==> src/rtl/multibyte_add_ctrl.sv <==
// multibyte_add_ctrl
//   Drives an external 8-bit adder one byte per cycle, LSB first. It adds or
//   subtracts two NBYTES-wide operands and reports the result and flags with
//   a one-cycle done pulse. Each byte's carry is registered and becomes the
//   carry-in of the next byte. Subtraction is A + ~B + 1: B is inverted byte
//   by byte, and the first carry-in is seeded with 1.
//
// Ports
//   clk, rst         clock, synchronous active-high reset
//   start, sub       request (taken only in idle) and op select (1 = A-B)
//   OpA, OpB         operands, sampled together with start
//   busy, done       byte sequence in progress / one-cycle result-valid pulse
//   Result           W-bit sum or difference
//   CarryOut         final byte carry (sub: 1 = no borrow)
//   Overflow, Zero   signed overflow of the full op / Result == 0
//   AddA/AddB/AddCin operands to the 8-bit adder
//   AddSum/AddCout/AddOverflow combinational return from the 8-bit adder
module multibyte_add_ctrl #(
    parameter int unsigned NBYTES = 4
) (
    input  logic                  clk,
    input  logic                  rst,
    input  logic                  start,
    input  logic                  sub,
    input  logic [8*NBYTES-1:0]   OpA,
    input  logic [8*NBYTES-1:0]   OpB,
    output logic                  busy,
    output logic                  done,
    output logic [8*NBYTES-1:0]   Result,
    output logic                  CarryOut,
    output logic                  Overflow,
    output logic                  Zero,
    output logic [7:0]            AddA,
    output logic [7:0]            AddB,
    output logic                  AddCin,
    input  logic [7:0]            AddSum,
    input  logic                  AddCout,
    input  logic                  AddOverflow
);

    localparam int unsigned IdxW = (NBYTES > 1) ? $clog2(NBYTES) : 1;
    localparam logic [IdxW-1:0] LastIdx = IdxW'(NBYTES - 1);

    typedef enum logic [1:0] {StIdle, StRun, StDone} state_e;

    state_e                   state_q, state_d;
    logic [IdxW-1:0]          idx_q, idx_d;
    logic                     carry_q, carry_d;
    logic                     sub_q, sub_d;
    logic [NBYTES-1:0][7:0]   opa_q, opa_d;
    logic [NBYTES-1:0][7:0]   opb_q, opb_d;
    logic [NBYTES-1:0][7:0]   result_q, result_d;
    logic                     cout_q, cout_d;
    logic                     ovf_q, ovf_d;
    logic                     zero_q, zero_d;

    always_comb begin
        state_d  = state_q;
        idx_d    = idx_q;
        carry_d  = carry_q;
        sub_d    = sub_q;
        opa_d    = opa_q;
        opb_d    = opb_q;
        result_d = result_q;
        cout_d   = cout_q;
        ovf_d    = ovf_q;
        zero_d   = zero_q;
        AddA     = 8'h00;
        AddB     = 8'h00;
        AddCin   = 1'b0;

        unique case (state_q)
            StIdle: begin
                if (start) begin
                    opa_d   = OpA;
                    opb_d   = OpB;
                    sub_d   = sub;
                    idx_d   = '0;
                    carry_d = sub;  // +1 of the two's complement for A-B
                    state_d = StRun;
                end
            end
            StRun: begin
                AddA             = opa_q[idx_q];
                AddB             = opb_q[idx_q] ^ {8{sub_q}};
                AddCin           = carry_q;
                result_d[idx_q]  = AddSum;
                carry_d          = AddCout;
                if (idx_q == LastIdx) begin
                    cout_d  = AddCout;
                    ovf_d   = AddOverflow;
                    // Includes the top byte being written this edge.
                    zero_d  = (result_d == '0);
                    state_d = StDone;
                end else begin
                    idx_d = idx_q + 1'b1;
                end
            end
            StDone: begin
                state_d = StIdle;
            end
            default: begin
                state_d = StIdle;
            end
        endcase
    end

    always_ff @(posedge clk) begin
        if (rst) begin
            state_q  <= StIdle;
            idx_q    <= '0;
            carry_q  <= 1'b0;
            sub_q    <= 1'b0;
            opa_q    <= '0;
            opb_q    <= '0;
            result_q <= '0;
            cout_q   <= 1'b0;
            ovf_q    <= 1'b0;
            zero_q   <= 1'b0;
        end else begin
            state_q  <= state_d;
            idx_q    <= idx_d;
            carry_q  <= carry_d;
            sub_q    <= sub_d;
            opa_q    <= opa_d;
            opb_q    <= opb_d;
            result_q <= result_d;
            cout_q   <= cout_d;
            ovf_q    <= ovf_d;
            zero_q   <= zero_d;
        end
    end

    assign busy     = (state_q == StRun);
    assign done     = (state_q == StDone);
    assign Result   = result_q;
    assign CarryOut = cout_q;
    assign Overflow = ovf_q;
    assign Zero     = zero_q;

endmodule

==> config.mk <==
export PLATFORM = sky130hd
export DESIGN_NAME = multibyte_add_ctrl
export DESIGN_NICKNAME = d
export VERILOG_FILES = /design/src/rtl/multibyte_add_ctrl.sv
export SDC_FILE = /design/constraint.sdc
export NUM_CORES = 1
export LEC_CHECK = 0
export BUFFER_PORTS_ARGS = -buffer_cell sky130_fd_sc_hd__buf_4
export CAP_MARGIN = 15
export CELL_PAD_IN_SITES_DETAIL_PLACEMENT = 1
export CELL_PAD_IN_SITES_GLOBAL_PLACEMENT = 2
export CORE_MARGIN = 2
export CORE_UTILIZATION = 30
export CTS_BUF_LIST = sky130_fd_sc_hd__clkbuf_16
export CTS_CLUSTER_SIZE = 25
export DETAILED_ROUTE_END_ITERATION = 8
export PLACE_DENSITY_LB_ADDON = 0.12
export SYNTH_ARGS = -nofsm -noshare
export SYNTH_HDL_FRONTEND = slang
export SYNTH_SLANG_ARGS = --single-unit
==> constraint.sdc <==
create_clock -name clk -period 3.31 [get_ports clk]
set_input_delay 0.993 -clock clk [delete_from_list [all_inputs] [get_ports clk]]
set_output_delay 0.993 -clock clk [all_outputs]
set_load 0.02 [all_outputs]
---- Yosys cells after proc, flatten, opt, wreduce, memory -nomap -nowiden ----
Cells that the tools add are included.
word-level totals
  register bits ........................... 105
  input port bits ......................... 78
  output and inout bits ................... 54
  word-level logic and storage cells ...... 56
cells by class
  add/subtract/negate cells ............... 1
  order comparisons ....................... 2
  equality and inequality tests ........... 6
  mux-type cells .......................... 18
  bitwise gates (word level) .............. 1
  reductions and logical operators ........ 9
operator list
  kind                                                                      count
  8-bit 2-to-1 mux                                                          5
  8-bit binary-select mux with 2-bit select                                 2
  32-bit bitwise mux                                                        1
  32-bit logical NOT                                                        1
  8-bit demux with 2-bit select                                             1
  2-bit 2-to-1 mux                                                          4
  2-bit one-hot mux with 2 select lines                                     2
  2-bit AND reduction                                                       4
  8-bit bitwise XOR                                                         1
  2-bit equality test (second input constant)                               2
  2-bit inequality test (second input constant)                             2
  2-bit by 3-bit < comparator with 1-bit output (second input constant)     1
  3-bit AND reduction                                                       1
  2-bit by 1-bit adder with 2-bit output (second input constant)            1
  2-bit by 1-bit equality test with 1-bit output (second input constant)    1
  2-bit by 1-bit >= comparator with 1-bit output (second input constant)    1
  2-bit logical NOT                                                         1
  1-bit 2-to-1 mux                                                          2
  2-bit by 1-bit inequality test with 1-bit output (second input constant)  1
  1-bit one-hot mux with 2 select lines                                     1
  2-bit nonzero test                                                        1
  1-bit logical AND                                                         1

---- Logic depth before layout (Yosys ltp) ----
Gate-level depths: netlist of the first run.
  depth after elaboration ................. 6
  depth in mapped cells ................... 9
  depth with buffers taken out ............ 6

---- Least setup slack after synthesis of the first run ----
No wires, ideal clock.
  kind .................................... flip-flop to output port
  start ................................... reg idx_q[0]
  end ..................................... out AddB[0]
  arrival ................................. 1,638 ps
  required time ........................... 2,317 ps
  slack ................................... 679 ps
  cell stages (with the launch flop) ...... 6
  cell sequence ........................... dfxtp_1 -> buf_2 -> buf_2 -> mux4_2 -> xnor2_1 -> nor2_1
between the ends
  word-level cells in the longest chain between the ends .. 4
ends and longest elaborated chain
  what                                       line  source
  from (decl)                                47    logic [IdxW-1:0] idx_q, idx_d;
  from (signal assigned)                     122   idx_q <= idx_d;
  8-bit binary-select mux with 2-bit select  85    AddB = opb_q[idx_q] ^ {8{sub_q}};
  8-bit 2-to-1 mux (not written as such)     85
  8-bit bitwise XOR                          85
  8-bit 2-to-1 mux                           72    unique case (state_q)
  to (decl)                                  34    output logic [7:0] AddB,
Every way passes these cells. The select of a mux whose other input is x is not followed.

---- Worst setup path in the final report of the first run ----
  start ................................... reg idx_q[1]
  end ..................................... out AddB[7]
The elaborated chain is that of the path after synthesis.

==> impl_metrics.yaml, run 1 <==
placed_design:
  placed_cells: 797
  gp_congestion: 0.770
  placed_area_sq_um: 5590
  port_buffers: 131
  dp_hpwl_mm: 9.69
floorplan:
  core_sq_um: 14500
  row_count: 44
  fp.dieW_um: 125
  floorplan.initialDensity_pct: 30.5
  dieArea_sq_um: 15700
  die_h_um: 125
  ioPinCount: 132
finish:
  final_area_sq_um: 5880
  layout.nets: 707
  num_antenna_cells: 0
  area_growth_pct: 33.0
  drive_gt1_share_pct: 27.8
  fin_cells: 813
hold_path:
  worstHoldPathType: "flop to flop"
global_route:
  gr-usage-all-layers_pct: 17.2
  antenna_found_initial: 0
  grt_pass1_wl_mm: 21.4
  grt_max_degree: 76
  gr-total-overflow: 0
  grt_pass1_vias: 4127
clocking:
  cts_sinks: 105
  cts_setup_buffers: 0
  clkTransAtPathRegs_ns: 0.07
  cts_tree: "done"
  numCtsBuffers: 9
  cts-root-buf: "clkbuf_16"
  clk_path_buf_depth: 2
  htreeDepth: 3
  holdBufCountCts: 0
  clock_latency_ns: 0.35
  cts.repair.resized: 0
yosys:
  ys.flop_type: "dfxtp_1"
  yosysWarnings: 0
  syn_avg_cell_area_sq_um: 8.72
  syn-num-nets: 590
  synthArstFlopShare_pct: 0
  synth_cell_type_count: 32
  synth-edff-count: 0
  synth_cells: 507
  ys_ff_latch: 105
  synth_area_sq_um: 4420
  yosysSeqAreaShare_pct: 47.6
sta:
  rsz0062_at_grt: "no"
  hold_viol_final: 0
  setup_viol_count_final: 0
  fin_crit_sh_pct: 94.0
  timing.fmax_mhz: 322
  fin_setup_tns_ns: 0
  tightest_slew_ns: 0.824
  fin_skew_ns: 0.00504
  slew_headroom_pct: 45.1
  finalMaxSlewViolations: 0
  period_minus_slack_ns: 3.11
power:
  p_leak_nw: 2.61
  vdd_drop_max_mv: 0.277
  power_density_nw_per_um2: 480
critical_path:
  cp_common_cell: "buf_4"
  worstPathMaxFanout: 14
  critPathRequiredTime_ns: 2.32
  endpoint_kind: "output pin"
  crit_chain: "buf_4 > mux4_2 > xnor2_1 > nor2_1 > buf_4"
  cp_top_family: "flip-flops"
  crit_buf_inv: 2
  cp-start-kind: "flop"
  slowest_delay_ns: 0.65
  crit_type: "flop to output pin"
  crit_path_top_delay_cell: "dfxtp_1"
  worstPathArrival_ns: 2.12
route:
  dr.pass1.iters: 4
  viasPerCell: 4.86
  wl_mm: 13.4
  drtAntennaViolNets: 0
  post_drt_wl_per_cell_um: 16.4
  vias: 3953
  drtIter0Drc: 155
  drc: 0
outcome:
  status: "complete, no violations"
flow_run:
  max-cap-violations: 0
[cells in the final DEF (no fill, tap or decap), types with 2 or more instances in the layout]
master and instances:
clkinv_2 3, clkbuf_16 9, mux2i_1 33, ha_1 5, inv_1 3, nor4_1 2
nand2b_1 3, nor2_1 53, xnor2_1 8, or4_1 2, clkinv_1 2, a21oi_1 71
mux4_2 16, o2111ai_1 2, nor3_1 4, buf_4 139, nand3_1 2, nand2_1 139
and2_1 10, dfxtp_1 105
[power breakdown]
part	switching [W]	internal [W]	total (W)
registers	0.0000435	0.00132	0.00137
logic	0.000217	0.000191	0.000408
clock network	0.000465	0.000579	0.00104
total	0.000725	0.00209	0.00282
[final timing paths]
check	startpoint	end	slack, ns	cells after the start
setup reg to reg	idx_q[1]$_SDFFE_PP0P_	Zero$_SDFFE_PP0P_	0.63	7
setup / recovery	idx_q[1]$_SDFFE_PP0P_	AddB[7]	0.20	5
hold / removal	opa_q[15]$_SDFFE_PP0P_	opa_q[15]$_SDFFE_PP0P_	0.45	2
hold reg to reg	opa_q[15]$_SDFFE_PP0P_	opa_q[15]$_SDFFE_PP0P_	0.45	2
[flip-flops by register name (all words and copies together) (netlist names)]
name	cells
CarryOut	1
Zero	1
opa_q	32
state_q	2
sub_q	1
Overflow	1
Result	32
idx_q	2
opb_q	32
carry_q	1
[synthesized netlist by cell type, drive strengths merged (5+ instances only)]
master,instances,area [sq um]
mux2i,33,330
xnor2,8,70.1
nand2,140,526
dfxtp,105,2100
and2,10,62.6
a21oi,71,355
nor2,53,199
clkbuf,29,109
buf,5,22.5
mux4,16,360
ha,5,62.6
[worst register-to-register path: stages, from the launching register on]
cell and delay, ns:
dfxtp_1 0.65, buf_4 0.34, inv_1 0.10, ha_1 0.30, a2111oi_2 0.38, mux2i_1 0.11, or4_1 0.55, o31ai_2 0.18
[cells by family after synthesis]
| kind of cell | Yosys count | share of synthesized area (%) |
|---|---|---|
| and+or+nand+nor | 221 | 20.4 |
| buffers and inverters | 38 | 3.31 |
| muxes | 49 | 15.6 |
| AOI/OAI and AO/OA | 81 | 10.1 |
| DFF | 105 | 47.6 |
| xor gates and xnor gates | 8 | 1.59 |
| adders and majority gates | 5 | 1.42 |
[per-layer routing]
metal	routed length [um]	track usage, %
met5	0	0
met3	677	5.26
met4	129	3.66
met2	6740	30.5
met1	5810	20.7
[metrics by stage]
stage,util [%],setup WS (ns),total power (W),hold slack [ns]
floorplan,-,0.679,0.00162,0.433
global placement,38.6,0.504,0.00180,0.441
detailed placement,38.6,0.503,0.00181,0.447
CTS,40.6,0.112,0.00287,0.457
global route,40.6,0.00639,0.00296,0.470
finish,40.6,0.200,0.00282,0.453
[area by class of cell]
cell class / instances / area, sq um
clock inverters: 7 / 61.3
inverters: 4 / 15.0
flip-flops and latches: 105 / 2100
clock buffers: 9 / 225
repair buffers: 140 / 1060
well taps: 184 / 230
multi-input cells: 364 / 2180
fillers: 1677 / 8600
Power figures use the tool's default switching activity.
==> run 2, diff against run 1 <==
ABC_AREA = 1   (was unset)
CORE_UTILIZATION = 28   (was 30)
GPL_TIMING_DRIVEN = 1   (was unset)
==> impl_metrics.yaml, run 2 <==
floorplan:
  ioPinCount: 132
  die_h_um: 136
  core_sq_um: 17100
  dieArea_sq_um: 18400
  row_count: 48
  fp.dieW_um: 136
  floorplan.initialDensity_pct: 28.3
route:
  post_drt_wl_per_cell_um: 15.3
  viasPerCell: 4.66
  drtIter0Drc: 243
  drtAntennaViolNets: 0
  wl_mm: 16.0
  dr.pass1.iters: 6
  vias: 4874
  drc: 0
critical_path:
  cp_top_family: "buffers and inverters"
  cp-start-kind: "flop"
  slowest_delay_ns: 0.42
  crit_type: "flop to output pin"
  crit_chain: "buf_4 > inv_2 > nand2_1 > nand3_1 > nand2_1 > o21ai_0 > a21oi_1 > buf_4"
  endpoint_kind: "output pin"
  worstPathArrival_ns: 1.97
  critPathRequiredTime_ns: 2.32
  reg2reg_depth: 11
  crit_buf_inv: 3
  path_depth: 8
  worstPathMaxFanout: 35
  crit_path_top_delay_cell: "inv_2"
clocking:
  clk_path_buf_depth: 2
  cts_setup_buffers: 0
  numCtsBuffers: 9
  cts_tree: "done"
  clkTransAtPathRegs_ns: 0.07
  htreeDepth: 3
  cts.repair.resized: 0
  cts-root-buf: "clkbuf_16"
  clock_latency_ns: 0.34
  holdBufCountCts: 0
  cts_sinks: 105
finish:
  layout_common_cells: "186 x nor2_1, 136 x buf_4, 126 x nand2_1"
  area_growth_pct: 29.2
  final_common_cell: "nor2_1"
  layout.nets: 900
  drive_gt1_share_pct: 20.9
  num_antenna_cells: 0
yosys:
  yosysMostFrequentCell: "nor2_1"
  ys.flop_type: "dfxtp_1"
  synthArstFlopShare_pct: 0
  synthTopCellsByCount: "186 x nor2_1, 126 x nand2_1, 113 x o21ai_0, 105 x dfxtp_1, 43 x a21oi_1"
  synth_area_leaders: "dfxtp_1 43%, nor2_1 14%, o21ai_0 12%"
  synth_cell_type_count: 28
  synth-edff-count: 0
  yosysWarnings: 0
  syn_avg_cell_area_sq_um: 6.78
  yosysSeqAreaShare_pct: 43.4
  synth_cells: 714
  syn-num-nets: 797
  ys_ff_latch: 105
  yosysTopAreaCellShare_pct: 43.4
  synth_top_area_cell: "dfxtp_1"
  synth_area_sq_um: 4840
global_route:
  antenna_found_initial: 0
  gr-total-overflow: 0
  gr-usage-all-layers_pct: 17.8
  grt_pass1_vias: 4930
  grt_max_degree: 68
  grt_pass1_wl_mm: 25.7
power:
  switching_power_w: 0.000985
  power_density_nw_per_um2: 523
  p_int_w: 0.00229
  pwr-share-comb_pct: 21.5
  clkPwrFrac_pct: 34.6
  p_seq_share_pct: 43.9
  p_leak_nw: 2.85
  sw_frac_of_total_pct: 30.1
  vdd_drop_max_mv: 0.271
outcome:
  status: "complete, no violations"
sta:
  fin_skew_ns: 0.00509
  tightest_slew_ns: 0.625
  hold_viol_final: 0
  holdWs_ns: 0.461
  fin_crit_sh_pct: 89.4
  finalMaxSlewViolations: 0
  period_minus_slack_ns: 2.96
  timing.fmax_mhz: 338
  fin_setup_tns_ns: 0
  slew_headroom_pct: 58.3
  rsz0062_at_grt: "no"
  setup_viol_count_final: 0
flow_run:
  max-cap-violations: 0
hold_path:
  min_path_cells: 2
  worstHoldPathType: "flop to flop"
placed_design:
  port_buffers: 131
  dp_hpwl_mm: 11.7
  gp_congestion: 0.823
run 2: worst register-to-register path, stage by stage, from the launching register on:
cell and delay [ns]:
dfxtp_1 0.31, buf_4 0.18, inv_2 0.43, ha_1 0.48, nand2_1 0.14, nand2_1 0.11, nand2_1 0.07, nor2_1 0.12
nand2_1 0.08, nor2_1 0.11, nand2_1 0.09, a21oi_2 0.11
run 2: cells by family after synthesis:
group / after synthesis / share of synthesized area [%]
AND/OR/NAND/NOR: 339 / 27.5
AO/OA/AOI/OAI: 173 / 19.1
flip-flops: 105 / 43.4
buffers and inverters: 92 / 8.63
adder cells (fa/ha/maj): 5 / 1.29
run 2: area by class of cell:
class / count / area, sq um
clock buffer: 9 / 225
clock inverter: 7 / 86.3
fill: 2189 / 10900
inverter: 46 / 176
multi-input combinational: 517 / 2320
sequential: 105 / 2100
tap: 225 / 282
timing repair buffer: 138 / 1060
run 2: worst paths after layout:
| kind | from | slack [ns] | endpoint |
|---|---|---|---|
| max | idx_q[0]$_SDFFE_PP0P_ | 0.35 | AddB[3] |
| max reg2reg | idx_q[0]$_SDFFE_PP0P_ | 1.01 | Zero$_SDFFE_PP0P_ |
| min reg2reg | Result[25]$_SDFFE_PP0P_ | 0.46 | Result[25]$_SDFFE_PP0P_ |
| min | Result[25]$_SDFFE_PP0P_ | 0.46 | Result[25]$_SDFFE_PP0P_ |
run 2: metal layers:
layer	vias up	GRT usage (%)	share of wire [%]
met5	-	0	0
met4	0	5.15	1.1
met3	13	2.28	2.8
met2	83	30.8	49
met1	2287	23.1	47
li1	2491	-	-
run 2: through the flow:
stage / power, W / setup WS (ns) / util, % / instance area, sq um / std cells
final: 0.00327 / 0.350 / 36.5 / 6260 / 1047
after global routing: 0.00348 / 0.138 / 36.5 / 6260 / 1047
after CTS: 0.00333 / 0.306 / 36.5 / 6260 / 1047
after detailed placement: 0.00218 / 0.685 / 34.7 / 5940 / 1031
after global placement: 0.00216 / 0.741 / 34.7 / 5940 / 1031
after floorplan: 0.00190 / 0.982 / - / 4840 / 714
run 2: power groups by stage:
| stage | Sequential [W] | Clock [W] | Combinational, W |
|---|---|---|---|
| finish | 0.00144 | 0.00113 | 0.000704 |
| global route | 0.00145 | 0.00123 | 0.000800 |
| CTS | 0.00144 | 0.00117 | 0.000719 |
| detailed placement | 0.00147 | 0 | 0.000715 |
| global placement | 0.00146 | 0 | 0.000699 |
| floorplan | 0.00148 | 0 | 0.000421 |
==> run 3, diff against run 2 <==
CORE_UTILIZATION = 30   (was 28)
clock period = 3.5 ns   (was 3.31 ns; I/O delays follow)
==> impl_metrics.yaml, run 3 (synthesis results as in run 2) <==
outcome:
  status: "complete, no violations"
route:
  dr.pass1.iters: 4
  post_drt_wl_per_cell_um: 15.2
  vias: 4881
  drtIter0Drc: 260
  viasPerCell: 4.71
  drtAntennaViolNets: 0
  wl_mm: 15.7
  drc: 0
critical_path:
  worstPathArrival_ns: 1.97
  cp-start-kind: "flop"
  worstPathMaxFanout: 35
  reg2reg_depth: 11
  r2r_start: "idx_q[0]$_SDFFE_PP0P_"
  crit_type: "flop to output pin"
  critPathRequiredTime_ns: 2.45
  r2r-end: "Zero$_SDFFE_PP0P_"
  endpoint_kind: "output pin"
  r2r_slack_ns: 1.17
sta:
  setup_viol_count_final: 0
  rsz0062_at_grt: "no"
  timing.fmax_mhz: 331
  hold_viol_final: 0
  fin_crit_sh_pct: 86.4
  holdWs_ns: 0.467
  fin_skew_ns: 0.00422
  final.setup.worst_slack_ns: 0.476
  period_minus_slack_ns: 3.02
  fin_setup_tns_ns: 0
  finalMaxSlewViolations: 0
  slew_headroom_pct: 30.0
  tightest_slew_ns: 1.05
power:
  vdd_drop_max_mv: 0.248
  power_density_nw_per_um2: 487
  total_power_w: 0.00302
  p_leak_nw: 2.84
hold_path:
  hp-start: "Result[24]$_SDFFE_PP0P_"
  worstHoldPathType: "flop to flop"
  min_path_cells: 2
  min_to: "Result[24]$_SDFFE_PP0P_"
flow_run:
  max-cap-violations: 0
floorplan:
  row_count: 46
  fp.dieW_um: 131
  floorplan.initialDensity_pct: 30.6
  ioPinCount: 132
  core_sq_um: 15800
  dieArea_sq_um: 17200
  die_h_um: 131
finish:
  final_common_cell: "nor2_1"
  layout_common_cells: "186 x nor2_1, 136 x buf_4, 126 x nand2_1"
  layout.nets: 899
  post-route-util_pct: 39.2
  area_growth_pct: 28.0
  num_antenna_cells: 0
  multiInputGateArea_sq_um: 2320
  fillers: 2059
  area.sequential_sq_um: 2100
  drive_gt1_share_pct: 21.0
clocking:
  holdBufCountCts: 0
  numCtsBuffers: 9
  cts_sinks: 105
  cts_setup_buffers: 0
  cts-root-buf: "clkbuf_16"
  htreeDepth: 3
  clock_latency_ns: 0.35
  clkTransAtPathRegs_ns: 0.07
  cts.repair.resized: 0
  cts_tree: "done"
  clk_path_buf_depth: 2
placed_design:
  dp_hpwl_mm: 11.3
  gp_congestion: 0.835
  pre_cts_ws_ns: 0.802
  port_buffers: 131
global_route:
  grt_max_degree: 76
  antenna_found_initial: 0
  gr-total-overflow: 0
  grt_pass1_vias: 4966
  gr-usage-all-layers_pct: 18.9
  grt_pass1_wl_mm: 25.2
==> run 3: cell count changes in the layout (fill, tap and decap cells not counted) <==
cell        before  now
clkinv_1         2    1
clkinv_2         1    4
inv_6            0    1
buf_12           2    1
clkinvlp_4       2    0
bufinv_16        2    1
==> run 3: layout make-up <==
type                    count  share of cell area (%)
clock buffers               9                    3.63
clock inverters             7                   0.989
flip-flops and latches    105                    33.9
multi-input cells         517                    37.5
well taps                 216                    4.36
repair buffers            137                    16.8
inverters                  46                    2.85
==> run 3: worst max path at each step <==
stage	start	end	slack, ns
floorplan	idx_q[0]$_SDFFE_PP0P_	AddB[0]	1.12
global route	idx_q[0]$_SDFFE_PP0P_	AddB[1]	0.22
global placement	idx_q[0]$_SDFFE_PP0P_	AddB[4]	0.86
CTS	idx_q[0]$_SDFFE_PP0P_	AddB[6]	0.42
finish	idx_q[0]$_SDFFE_PP0P_	AddB[3]	0.48
detailed placement	idx_q[0]$_SDFFE_PP0P_	AddB[6]	0.80
==> run 3: per-layer routing <==
metal	global-route usage [%]	up-vias	wire length [um]
li1	-	2479	-
met1	24.4	2302	7350
met2	32.6	89	7640
met3	2.92	11	559
met4	5.26	0	187
met5	0	-	0
==> run 3: critical path: stages (launching register included) <==
cell and delay, ns:
dfxtp_1 0.31, buf_4 0.19, inv_2 0.42, nand2_1 0.10, nand3_1 0.10, nand2_1 0.08
o21ai_0 0.16, a21oi_1 0.07, buf_4 0.19
==> run 3: stage by stage <==
step / std cells / area [sq um]
global placement: 1021 / 5910
CTS: 1037 / 6200
finish: 1037 / 6200
detailed placement: 1021 / 5910
global route: 1037 / 6200
floorplan: 714 / 4840
==> run 3: power by group <==
group          leakage [nW]  total (W)  switching [W]  internal [W]
combinational          1.82   0.000661       0.000413      0.000248
sequential            0.867    0.00136      0.0000650       0.00129
clock                 0.148    0.00100       0.000453      0.000549
total                  2.84    0.00302       0.000931       0.00209
